`src/rtl/alu_pkg.sv`:
```
// Shared constants and types for the HI/LO arithmetic unit.
// Holds the divider width default, iteration count and state encoding.
package alu_pkg;

    localparam int DIV_WIDTH = 32;
    localparam int ITER      = DIV_WIDTH;

    typedef enum logic [1:0] {
        IDLE = 2'd0,
        RUN  = 2'd1,
        FIX  = 2'd2,
        ZERO = 2'd3
    } div_state_e;

endpackage

```
`src/rtl/div_step.sv`:
```
// One restoring-division iteration: shift {rem, quo} left, trial-subtract.
// Ports: rem/quo/divisor in, rem_next/quo_next out (purely combinational).
module div_step
    import alu_pkg::*;
#(
    parameter int WIDTH = DIV_WIDTH
) (
    input  logic [WIDTH:0]   rem,
    input  logic [WIDTH-1:0] quo,
    input  logic [WIDTH-1:0] divisor,
    output logic [WIDTH:0]   rem_next,
    output logic [WIDTH-1:0] quo_next
);

    logic [WIDTH+1:0] shifted;
    logic [WIDTH+1:0] trial;
    logic             fits;

    // One spare bit above the remainder so the trial sign is unambiguous.
    assign shifted  = {rem, quo[WIDTH-1]};
    assign trial    = shifted - {2'b00, divisor};
    assign fits     = ~trial[WIDTH+1];
    assign rem_next = fits ? trial[WIDTH:0] : shifted[WIDTH:0];
    assign quo_next = {quo[WIDTH-2:0], fits};

endmodule

```
`src/rtl/div.sv`:
```
// Sequential restoring divider (DIV/DIVU), one quotient bit per clock.
// Ports: clk, reset (sync, active-low), divInit/signed_op/value_A_Dd/
// value_B_Ds start request and operands; hi (remainder), low (quotient),
// busy, done (one-cycle pulse), div0 (divide-by-zero, with done).
module div
    import alu_pkg::*;
#(
    parameter int WIDTH = DIV_WIDTH
) (
    input  logic             clk,
    input  logic             reset,
    input  logic             divInit,
    input  logic             signed_op,
    input  logic [WIDTH-1:0] value_A_Dd,
    input  logic [WIDTH-1:0] value_B_Ds,
    output logic [WIDTH-1:0] hi,
    output logic [WIDTH-1:0] low,
    output logic             busy,
    output logic             done,
    output logic             div0
);

    localparam int ITERS = (WIDTH == DIV_WIDTH) ? ITER : WIDTH;
    localparam int CW    = $clog2(ITERS + 1);

    div_state_e state;
    div_state_e state_nx;

    logic [WIDTH:0]   rem;
    logic [WIDTH-1:0] quo;
    logic [WIDTH-1:0] dvs;
    logic [CW-1:0]    cnt;
    logic             sign_q;
    logic             sign_r;

    logic [WIDTH:0]   rem_nx;
    logic [WIDTH-1:0] quo_nx;
    logic [WIDTH-1:0] abs_a;
    logic [WIDTH-1:0] abs_b;
    logic             last;

    // Negating 0x80000000 yields 0x80000000, which is correct as unsigned.
    assign abs_a = (signed_op && value_A_Dd[WIDTH-1]) ? -value_A_Dd
                                                      : value_A_Dd;
    assign abs_b = (signed_op && value_B_Ds[WIDTH-1]) ? -value_B_Ds
                                                      : value_B_Ds;
    assign last  = (cnt == CW'(ITERS - 1));
    assign busy  = (state != IDLE);

    div_step #(
        .WIDTH(WIDTH)
    ) u_step (
        .rem     (rem),
        .quo     (quo),
        .divisor (dvs),
        .rem_next(rem_nx),
        .quo_next(quo_nx)
    );

    always_ff @(posedge clk) begin
        if (!reset) begin
            state <= IDLE;
        end else begin
            state <= state_nx;
        end
    end

    always_comb begin
        state_nx = state;
        unique case (state)
            IDLE: begin
                if (divInit) begin
                    state_nx = (value_B_Ds == '0) ? ZERO : RUN;
                end
            end
            RUN: begin
                if (last) begin
                    state_nx = FIX;
                end
            end
            FIX:     state_nx = IDLE;
            ZERO:    state_nx = IDLE;
            default: state_nx = IDLE;
        endcase
    end

    always_ff @(posedge clk) begin
        if (!reset) begin
            rem    <= '0;
            quo    <= '0;
            dvs    <= '0;
            cnt    <= '0;
            sign_q <= 1'b0;
            sign_r <= 1'b0;
            hi     <= '0;
            low    <= '0;
            done   <= 1'b0;
            div0   <= 1'b0;
        end else begin
            done <= 1'b0;
            div0 <= 1'b0;
            unique case (state)
                IDLE: begin
                    if (divInit) begin
                        sign_q <= signed_op &
                                  (value_A_Dd[WIDTH-1] ^ value_B_Ds[WIDTH-1]);
                        sign_r <= signed_op & value_A_Dd[WIDTH-1];
                        // Dividend enters the quotient register and is
                        // shifted out into the remainder bit by bit.
                        rem    <= '0;
                        quo    <= abs_a;
                        dvs    <= abs_b;
                        cnt    <= '0;
                    end
                end
                RUN: begin
                    rem <= rem_nx;
                    quo <= quo_nx;
                    cnt <= cnt + CW'(1);
                end
                FIX: begin
                    low  <= sign_q ? -quo : quo;
                    hi   <= sign_r ? -rem[WIDTH-1:0] : rem[WIDTH-1:0];
                    done <= 1'b1;
                end
                ZERO: begin
                    done <= 1'b1;
                    div0 <= 1'b1;
                end
                default: ;
            endcase
        end
    end

endmodule

```
`config.mk`:
```
export PLATFORM = sky130hd
export DESIGN_NAME = div
export DESIGN_NICKNAME = d
export VERILOG_FILES = /design/src/rtl/alu_pkg.sv /design/src/rtl/div_step.sv /design/src/rtl/div.sv
export SDC_FILE = /design/constraint.sdc
export NUM_CORES = 1
export LEC_CHECK = 0
export ABC_AREA = 0
export CORE_ASPECT_RATIO = 2
export CORE_MARGIN = 2
export CORE_UTILIZATION = 30
export CTS_CLUSTER_DIAMETER = 50
export DETAILED_ROUTE_END_ITERATION = 7
export GPL_TIMING_DRIVEN = 1
export PLACE_DENSITY = 0.46
export SKIP_CTS_REPAIR_TIMING = 1
export SYNTH_ARGS = -nofsm -noshare
export SYNTH_HDL_FRONTEND = slang
export SYNTH_SLANG_ARGS = --single-unit
```
`constraint.sdc`:
```
create_clock -name clk -period 9.18 [get_ports clk]
set_clock_uncertainty 0.1 [all_clocks]
set_input_delay 2.295 -clock clk [delete_from_list [all_inputs] [get_ports clk]]
set_output_delay 2.295 -clock clk [all_outputs]
set_load 0.1 [all_outputs]
```
---- Word level (Yosys, flattened, before mapping) ----
Index checks and enable logic that the tools add are counted.
operators by class
  $add $sub $neg .......................... 6
  multipliers ............................. 0
  div/mod/pow operators ................... 0
  $lt $le $gt $ge ......................... 0
  equal/unequal tests ..................... 6
  shift operators ......................... 0
  multiplexer cells ....................... 17
  bitwise operators ....................... 4
  reduce and logical (&&, ||, !) cells .... 10
operator list
  kind                                                  count
  two-way mux 32 bit                                    5
  negation 32 bit                                       4
  two-way mux 33 bit                                    2
  case mux 33 bit (2 select lines)                      1
  case mux 32 bit (2 select lines)                      1
  subtractor 34 x 32 -> 34 bit                          1
  logical NOT 32 bit                                    1
  case mux 6 bit (2 select lines)                       1
  adder 6 x 1 -> 6 bit (second input constant)          1
  equality test 6 x 5 -> 1 bit (second input constant)  1
  two-way mux 2 bit                                     3
  two-way mux 6 bit                                     1
  case mux 2 bit (3 select lines)                       1
  AND reduction 2 bit                                   3
  equality test 2 bit (second input constant)           2
  != test 2 bit (second input constant)                 2
  nonzero test 2 bit                                    2
  bitwise AND 1 bit                                     2
  equality test 2 x 1 -> 1 bit (second input constant)  1
  logical AND 1 bit                                     2
  logical NOT 2 bit                                     1
  two-way mux 1 bit                                     2
  OR reduction 2 bit                                    1
  NOT 1 bit                                             1
  XOR 1 bit                                             1
word-level totals
  register bits ........................... 173
  bits in latches ......................... 0
  bits in writable memories ............... 0
  bits in read-only memories .............. 0
  input port bits ......................... 68
  logic and storage cells ................. 54
  memories ................................ 0

---- Depth between registers and ports, before layout ----
Gate-level depths: netlist of run 1.
  word-level depth ........................ 4
  gate-level depth with buffers ........... 14

---- By module ----
From an unflattened synthesis of run 1, not the netlist that was laid out.
unflattened totals
  cells, all modules ...................... 1433
  area, all modules ....................... 11518.5 um^2
modules (own cells, without submodules)
  module    times used  cells each  area each (um^2)  seq. area each (um^2)
  div       1           1095        9064.9            3463.3
  div_step  1           338         2453.6            0.0

---- Worst setup path before layout of run 1 ----
Ideal clock, no wire load.
  path kind ............................... input to register
  from .................................... input value_B_Ds[3]
  to ...................................... register dvs[27]
  library setup time ...................... 132 ps
  data arrival time ....................... 4565 ps
  path slack .............................. 4383 ps
  stages on the path ...................... 10
  buffers on the path ..................... 0
  path through ............................ nor4_1 -> nor4bb_1 -> nor2b_1 -> and2_0 -> nand2_1 -> o41ai_1 -> o21ai_0 -> xor2_1 -> nand2_1 -> a21oi_1
on the way
  cells in the longest elaborated chain, start to end .. 2
ends and longest elaborated chain
  element               RTL line    source
  start, declared       div.sv:15   input logic [WIDTH-1:0] value_B_Ds,
  negation 32 bit       div.sv:45   assign abs_b = (signed_op && value_B_Ds[WIDTH-1]) ? -value_B_Ds
  two-way mux 32 bit    div.sv:45
  end signal, assigned  div.sv:112  dvs <= abs_b;
  end, declared         div.sv:31   logic [WIDTH-1:0] dvs;
No other way between the ends.
A chain may end at the register's enable or synchronous reset.

---- Worst setup path after layout of run 1 ----
Same ends and word-level chain as after synthesis.

==> flow_summary.yaml, run 1 <==
power_and_ir_drop:
  power.total_mw: 2.191
  peakVddDrop_mv: 0.1338
  pwr_density_cell_mw_per_mm2: 171.6
  p_leak_nw: 4.689
final_layout:
  layout-drive-gt1-share_pct: 3.931
  nNetsFinal: 1543
  multi_input_area_mm2: 0.006543
  fin_area_mm2: 0.01277
  area.growth.synth_to_final_pct: 21.78
  fill_cells: 3737
  fin_cells: 1892
  post-route-util_pct: 37.17
  seq_area_mm2: 0.003463
detailed_routing:
  routed_wl_mm: 31.39
  vias: 9607
  drtAntennaViolNets: 0
  drt_iter0_drc: 400
  vias_per_cell: 5.078
  first_pass_iters: 4
  drc: 0
  wl_per_cell_um: 16.59
critical_path:
  critPathLaunch: "value_B_Ds[3]"
  reg2reg_slack_ns: 5.20
  regToRegStartpoint: "rem[2]"
  worstReg2RegEnd: "hi[31]"
  worstRegToRegCells: 9
  worstPathArrival_ns: 6.02
  crit_end: "dvs[27]"
  crit_fanout: 6
  end_kind: "flop"
  path_class: "in2reg"
  start_kind: "input pin"
  worstPathRequired_ns: 9.45
yosys:
  synth_simple_gate_area_share_pct: 19.24
  synthTopCellsByArea: "dfxtp_1 33%, xor2_1 7.3%, a211oi_1 6.2%, nor2_1 5.7%, a21oi_1 5.6%"
  synthXorXnorAreaFrac_pct: 11.78
  ys_warn_count: 0
  synth_most_common_cell: "dfxtp_1"
  syn_inst: 1352
  synth_fp_nets: 1458
  muxShareOfSynthArea_pct: 1.241
  synth_top_family_by_area: "compound AO/OA/AOI/OAI gates"
  synthAdderAreaFrac_pct: 4.606
  synth_compound_area_share_pct: 25.33
  synth_area_leader_cell: "dfxtp_1"
  synthTopCellsByCount: "173 x dfxtp_1, 158 x nor2_1, 145 x nand2_1"
  synthArstFlopShare_pct: 0
  netlist_area_mm2: 0.01049
  ys_seq_area_share_pct: 33.03
  synth-seq-cells: 173
  synth_top_area_share_pct: 33.03
  synth_edf_count: 0
  synth_cell_type_count: 58
  synth_area_per_cell_um2: 7.755
  yosys_most_used_dff: "dfxtp_1"
die:
  start_util_pct: 30.52
  fp.dieArea_mm2: 0.03655
  core-area_mm2: 0.03435
  io_pins: 135
  die_h_um: 268.4
  fp-row-count: 96
  dieWidth_um: 136.2
placement:
  io_buffers: 134
  dp_hpwl_mm: 24.33
  gp_congestion: 0.8624
  dpl.cell_count: 1859
  pre_cts_ws_ns: 2.969
  dpl-instance-area_mm2: 0.01219
clocking:
  clk_path_buf_depth: 2
  clk_latency_ns: 0.45
  cts.sinks: 173
  cts_buffers: 17
  cts_tree: "built"
  cts.clk_slew.worst_paths_ns: 0.07
  htreeDepth: 4
  clockRootBuffer: "clkbuf_16"
sta:
  fin_crit_ns: 5.751
  slew_headroom_pct: 28.80
  setup_violations: 0
  setup_slack_ns: 3.429
  report.final.hold_viol_count: 0
  maxSlewViolCount: 0
  fin_hold_ws_ns: 0.3523
  max_freq_mhz: 173.9
  rsz0062_at_grt: "no"
  fin_crit_sh_pct: 62.64
  max_slew.worst_pin.slew_ns: 1.065
  finalSetupTns_ns: 0
global_routing:
  grt_max_degree: 83
  grt_pass1_wl_mm: 49.84
  grt_pass1_vias: 9506
  grtUsageTotal_pct: 17.57
  grt_remaining_overflow: 0
  antenna_found_initial: 3
hold_path:
  min_path_type: "reg2reg"
run_status:
  status: "finished, final reports clean"
job:
  drv_cap: 0
kinds of logic (layout without fill, tap and decap cells):
kind of cell             after synthesis  in the layout
flip-flops                           173            173
buffers and inverters                133            231
AO/OA/AOI/OAI                        412            412
other                                  0              1
adder cells (fa/ha/maj)               38             38
AND/OR/NAND/NOR                      442            442
multiplexers                          13             13
XOR/XNOR                             141            141
critical path: stages:
cell and delay [ns]:
clkdlybuf4s50_1 0.49, nor4_1 0.53, nor4bb_1 0.57, nor2b_1 0.42, and2_0 0.35, nand2_1 0.12, o41ai_1 0.60, o21ai_0 0.23
xor2_1 0.17, nand2_1 0.06, a21oi_1 0.16
layout by cell type (no fill, tap or decap), drive strengths merged, types with 3 or more instances in the layout:
cell type and instances:
a211oi 86, a21o 18, a21oi 117, a22oi 28, a311oi 6, a31oi 12
a32oi 3, and2 8, and3 4, buf 12, clkbuf 24, clkdlybuf4s50 134
clkinv 4, clkinvlp 3, dfxtp 173, ha 37, inv 53, mux2i 13
nand2 145, nand2b 12, nand3 14, nand3b 4, nand4 8, nor2 158
nor2b 8, nor3 27, nor4 9, o211ai 3, o21a 4, o21ai 79
o21bai 3, o31a 3, o31ai 23, o41ai 13, or3 22, or4 16
xnor2 54, xor2 87
area by class of cell:
cell class / instances / share of cell area, %
Tap cell: 441 / 4.321
Inverter: 53 / 1.578
Antenna cell: 1 / 0.01960
Clock inverter: 8 / 0.6565
Clock buffer: 24 / 3.851
Timing Repair Buffer: 146 / 11.21
Multi-Input combinational cell: 1046 / 51.24
Sequential cell: 173 / 27.12
metal layers:
| metal | track usage [%] | up-vias | part of all wire, % |
|---|---|---|---|
| met2 | 35.91 | 158 | 58 |
| met1 | 16.56 | 4400 | 36 |
| li1 | - | 5007 | - |
| met4 | 6.081 | 4 | 2.5 |
| met5 | 0 | - | 0.083 |
| met3 | 3.829 | 38 | 3.8 |
state kept, by name, indices dropped and copies added, names as in the netlist:
signal  cells
dvs        32
hi         32
quo        32
state       2
sign_q      1
cnt         6
sign_r      1
done        1
rem        33
low        32
div0        1
worst min path at each step:
stage | slack (ns) | start | end | depth (start not counted)
floorplan | 0.33 | dvs[31] | dvs[31] | 2
global placement | 0.34 | dvs[15] | dvs[15] | 2
detailed placement | 0.35 | dvs[15] | dvs[15] | 2
CTS | 0.36 | dvs[15] | dvs[15] | 2
global route | 0.39 | dvs[15] | dvs[15] | 2
finish | 0.35 | dvs[15] | dvs[15] | 2
report_power, final:
part           internal, mW  switching (mW)
logic                 0.219           0.402
clock network         0.403           0.323
registers             0.799          0.0449
(Power assumes the default switching activity.)
==> run 2: changes to the inputs <==
--- a/config.mk
+++ b/config.mk
@@ -12,7 +12,7 @@
 export CTS_CLUSTER_DIAMETER = 50
 export DETAILED_ROUTE_END_ITERATION = 7
 export GPL_TIMING_DRIVEN = 1
-export PLACE_DENSITY = 0.46
+export PLACE_DENSITY = 0.47
 export SKIP_CTS_REPAIR_TIMING = 1
 export SYNTH_ARGS = -nofsm -noshare
 export SYNTH_HDL_FRONTEND = slang
==> constraint.sdc (replaced) <==
create_clock -name clk -period 5.2 [get_ports clk]
set_clock_uncertainty 0.1 [all_clocks]
set_input_delay 1.3 -clock clk [delete_from_list [all_inputs] [get_ports clk]]
set_output_delay 1.3 -clock clk [all_outputs]
set_load 0.1 [all_outputs]
==> run 2 against run 1 <==
  * Combinational power up 77%
  * Total power up 81%
  * Sequential cell count unchanged
  * Critical path type unchanged
  * Sequential share of layout area shrank 0.19 points
  * Utilization up 0.26 points
==> flow_summary.yaml, run 2 (synthesis results as in run 1) <==
run_status:
  status: "finished, final reports clean"
global_routing:
  antenna_found_initial: 0
  grt_remaining_overflow: 0
  grt_max_degree: 139
  grt_pass1_vias: 9508
  grtUsageTotal_pct: 17.85
  grt_pass1_wl_mm: 50.95
power_and_ir_drop:
  pwr_density_cell_mw_per_mm2: 309.1
  swShare_pct: 33.56
  seqPwrFrac_pct: 37.5
  peakVddDrop_mv: 0.2353
  p_sw_mw: 1.334
  power.total_mw: 3.975
  internal_power_mw: 2.641
  p_comb_share_pct: 27.8
  p_leak_nw: 4.743
  clkPwrFrac_pct: 34.8
critical_path:
  worstPathRequired_ns: 5.47
  start_kind: "input pin"
  crit_top_cell: "or4_1"
  critPathLaunch: "value_A_Dd[2]"
  crit_cells: 10
  crit_slowest_cell: "or4_1"
  worstReg2RegEnd: "rem[32]"
  crit_chain: "clkdlybuf4s50_1 > nor3_1 > nand3_1 > or4_1 > or4_1 > or3_1 > o41ai_1 > xnor2_1 > nand2_1 > a21oi_1"
  worstPathArrival_ns: 4.53
  crit_fanout: 4
  path_class: "in2reg"
  crit_end: "quo[27]"
  reg2reg_slack_ns: 1.27
  max_stage_delay_ns: 0.57
  end_kind: "flop"
  regToRegStartpoint: "quo[31]"
  path_buf_inv: 1
  path_delay_family: "simple AND/OR/NAND/NOR gates"
  worstRegToRegCells: 14
detailed_routing:
  routed_wl_mm: 31.55
  vias: 9671
  first_pass_iters: 5
  wl_per_cell_um: 16.65
  drtAntennaViolNets: 0
  drt_iter0_drc: 297
  drc: 0
  vias_per_cell: 5.103
sta:
  setup_slack_ns: 0.9452
  fin_hold_ws_ns: 0.3579
  slew_headroom_pct: 28.01
  setup_violations: 0
  max_freq_mhz: 235.0
  report.final.hold_viol_count: 0
  maxSlewViolCount: 0
  finalSetupTns_ns: 0
  fin_crit_ns: 4.255
  rsz0062_at_grt: "no"
  fin_crit_sh_pct: 81.82
  max_slew.worst_pin.slew_ns: 1.076
final_layout:
  num_antenna_cells: 0
  fin_area_mm2: 0.01286
  final_common_cell: "dfxtp_1"
  area.growth.synth_to_final_pct: 22.64
  nNetsFinal: 1548
  fill_cells: 3690
  seq_area_mm2: 0.003463
  largest_reg_flops: 33
  layout-drive-gt1-share_pct: 4.058
  multi_input_area_mm2: 0.006543
  final_cell_mix: "173 x dfxtp_1, 156 x nor2_1, 145 x nand2_1"
  top_register: "rem"
clocking:
  clk_latency_ns: 0.44
  cts_tree: "built"
  cts.clk_slew.worst_paths_ns: 0.07
  cts.sinks: 173
  clk_path_buf_depth: 2
  clockRootBuffer: "clkbuf_16"
  htreeDepth: 4
  cts_buffers: 17
placement:
  gp_congestion: 0.8665
  io_buffers: 134
  dp_hpwl_mm: 24.27
  dpl-instance-area_mm2: 0.01224
  pre_cts_ws_ns: 0.5305
die:
  io_pins: 135
  start_util_pct: 30.52
  die_h_um: 268.4
  core-area_mm2: 0.03435
  fp.dieArea_mm2: 0.03655
  dieWidth_um: 136.2
  fp-row-count: 96
hold_path:
  min_path_type: "reg2reg"
job:
  drv_cap: 0
[run 2: worst min-delay path by stage]
stage | startpoint | end | slack [ns] | depth (start not counted)
after floorplan | dvs[31] | dvs[31] | 0.33 | 2
after CTS | dvs[27] | dvs[27] | 0.36 | 2
after global routing | dvs[0] | dvs[0] | 0.38 | 2
after detailed placement | low[25] | low[25] | 0.35 | 2
final | dvs[27] | dvs[27] | 0.36 | 2
after global placement | dvs[15] | dvs[15] | 0.34 | 2
[run 2: tightest hold or removal path, stage by stage (launching register included)]
cell     delay [ns]
dfxtp_1        0.31
nand2_1        0.05
a21oi_1        0.05
[run 2: cell type report]
type	count	share of cell area (%)
inverter	53	1.567
clock buffer	25	3.775
timing repair buffer	151	11.52
clock inverter	6	1.031
tap	441	4.291
sequential	173	26.93
multi-input combinational	1046	50.88
[run 2: power groups by stage]
| stage | sequential [mW] | clock [mW] | combinational [mW] |
|---|---|---|---|
| after floorplan | 1.70 | 0 | 0.612 |
| after global placement | 1.52 | 0 | 1.11 |
| after detailed placement | 1.52 | 0 | 1.11 |
| after CTS | 1.49 | 1.43 | 1.12 |
| after global routing | 1.50 | 1.48 | 1.21 |
| final | 1.49 | 1.38 | 1.10 |
[run 2: through the flow]
stage | util, % | std cells
after floorplan | - | 1352
after global placement | 35.63 | 1864
after detailed placement | 35.63 | 1864
after CTS | 37.43 | 1895
after global routing | 37.43 | 1895
final | 37.43 | 1895
[run 2: metal layers]
| layer | wire length (um) | global-route usage (%) |
|---|---|---|
| met5 | 0 | 0 |
| met4 | 1098 | 8.193 |
| met3 | 1070 | 3.056 |
| met2 | 17890 | 35.24 |
| met1 | 11480 | 17.57 |
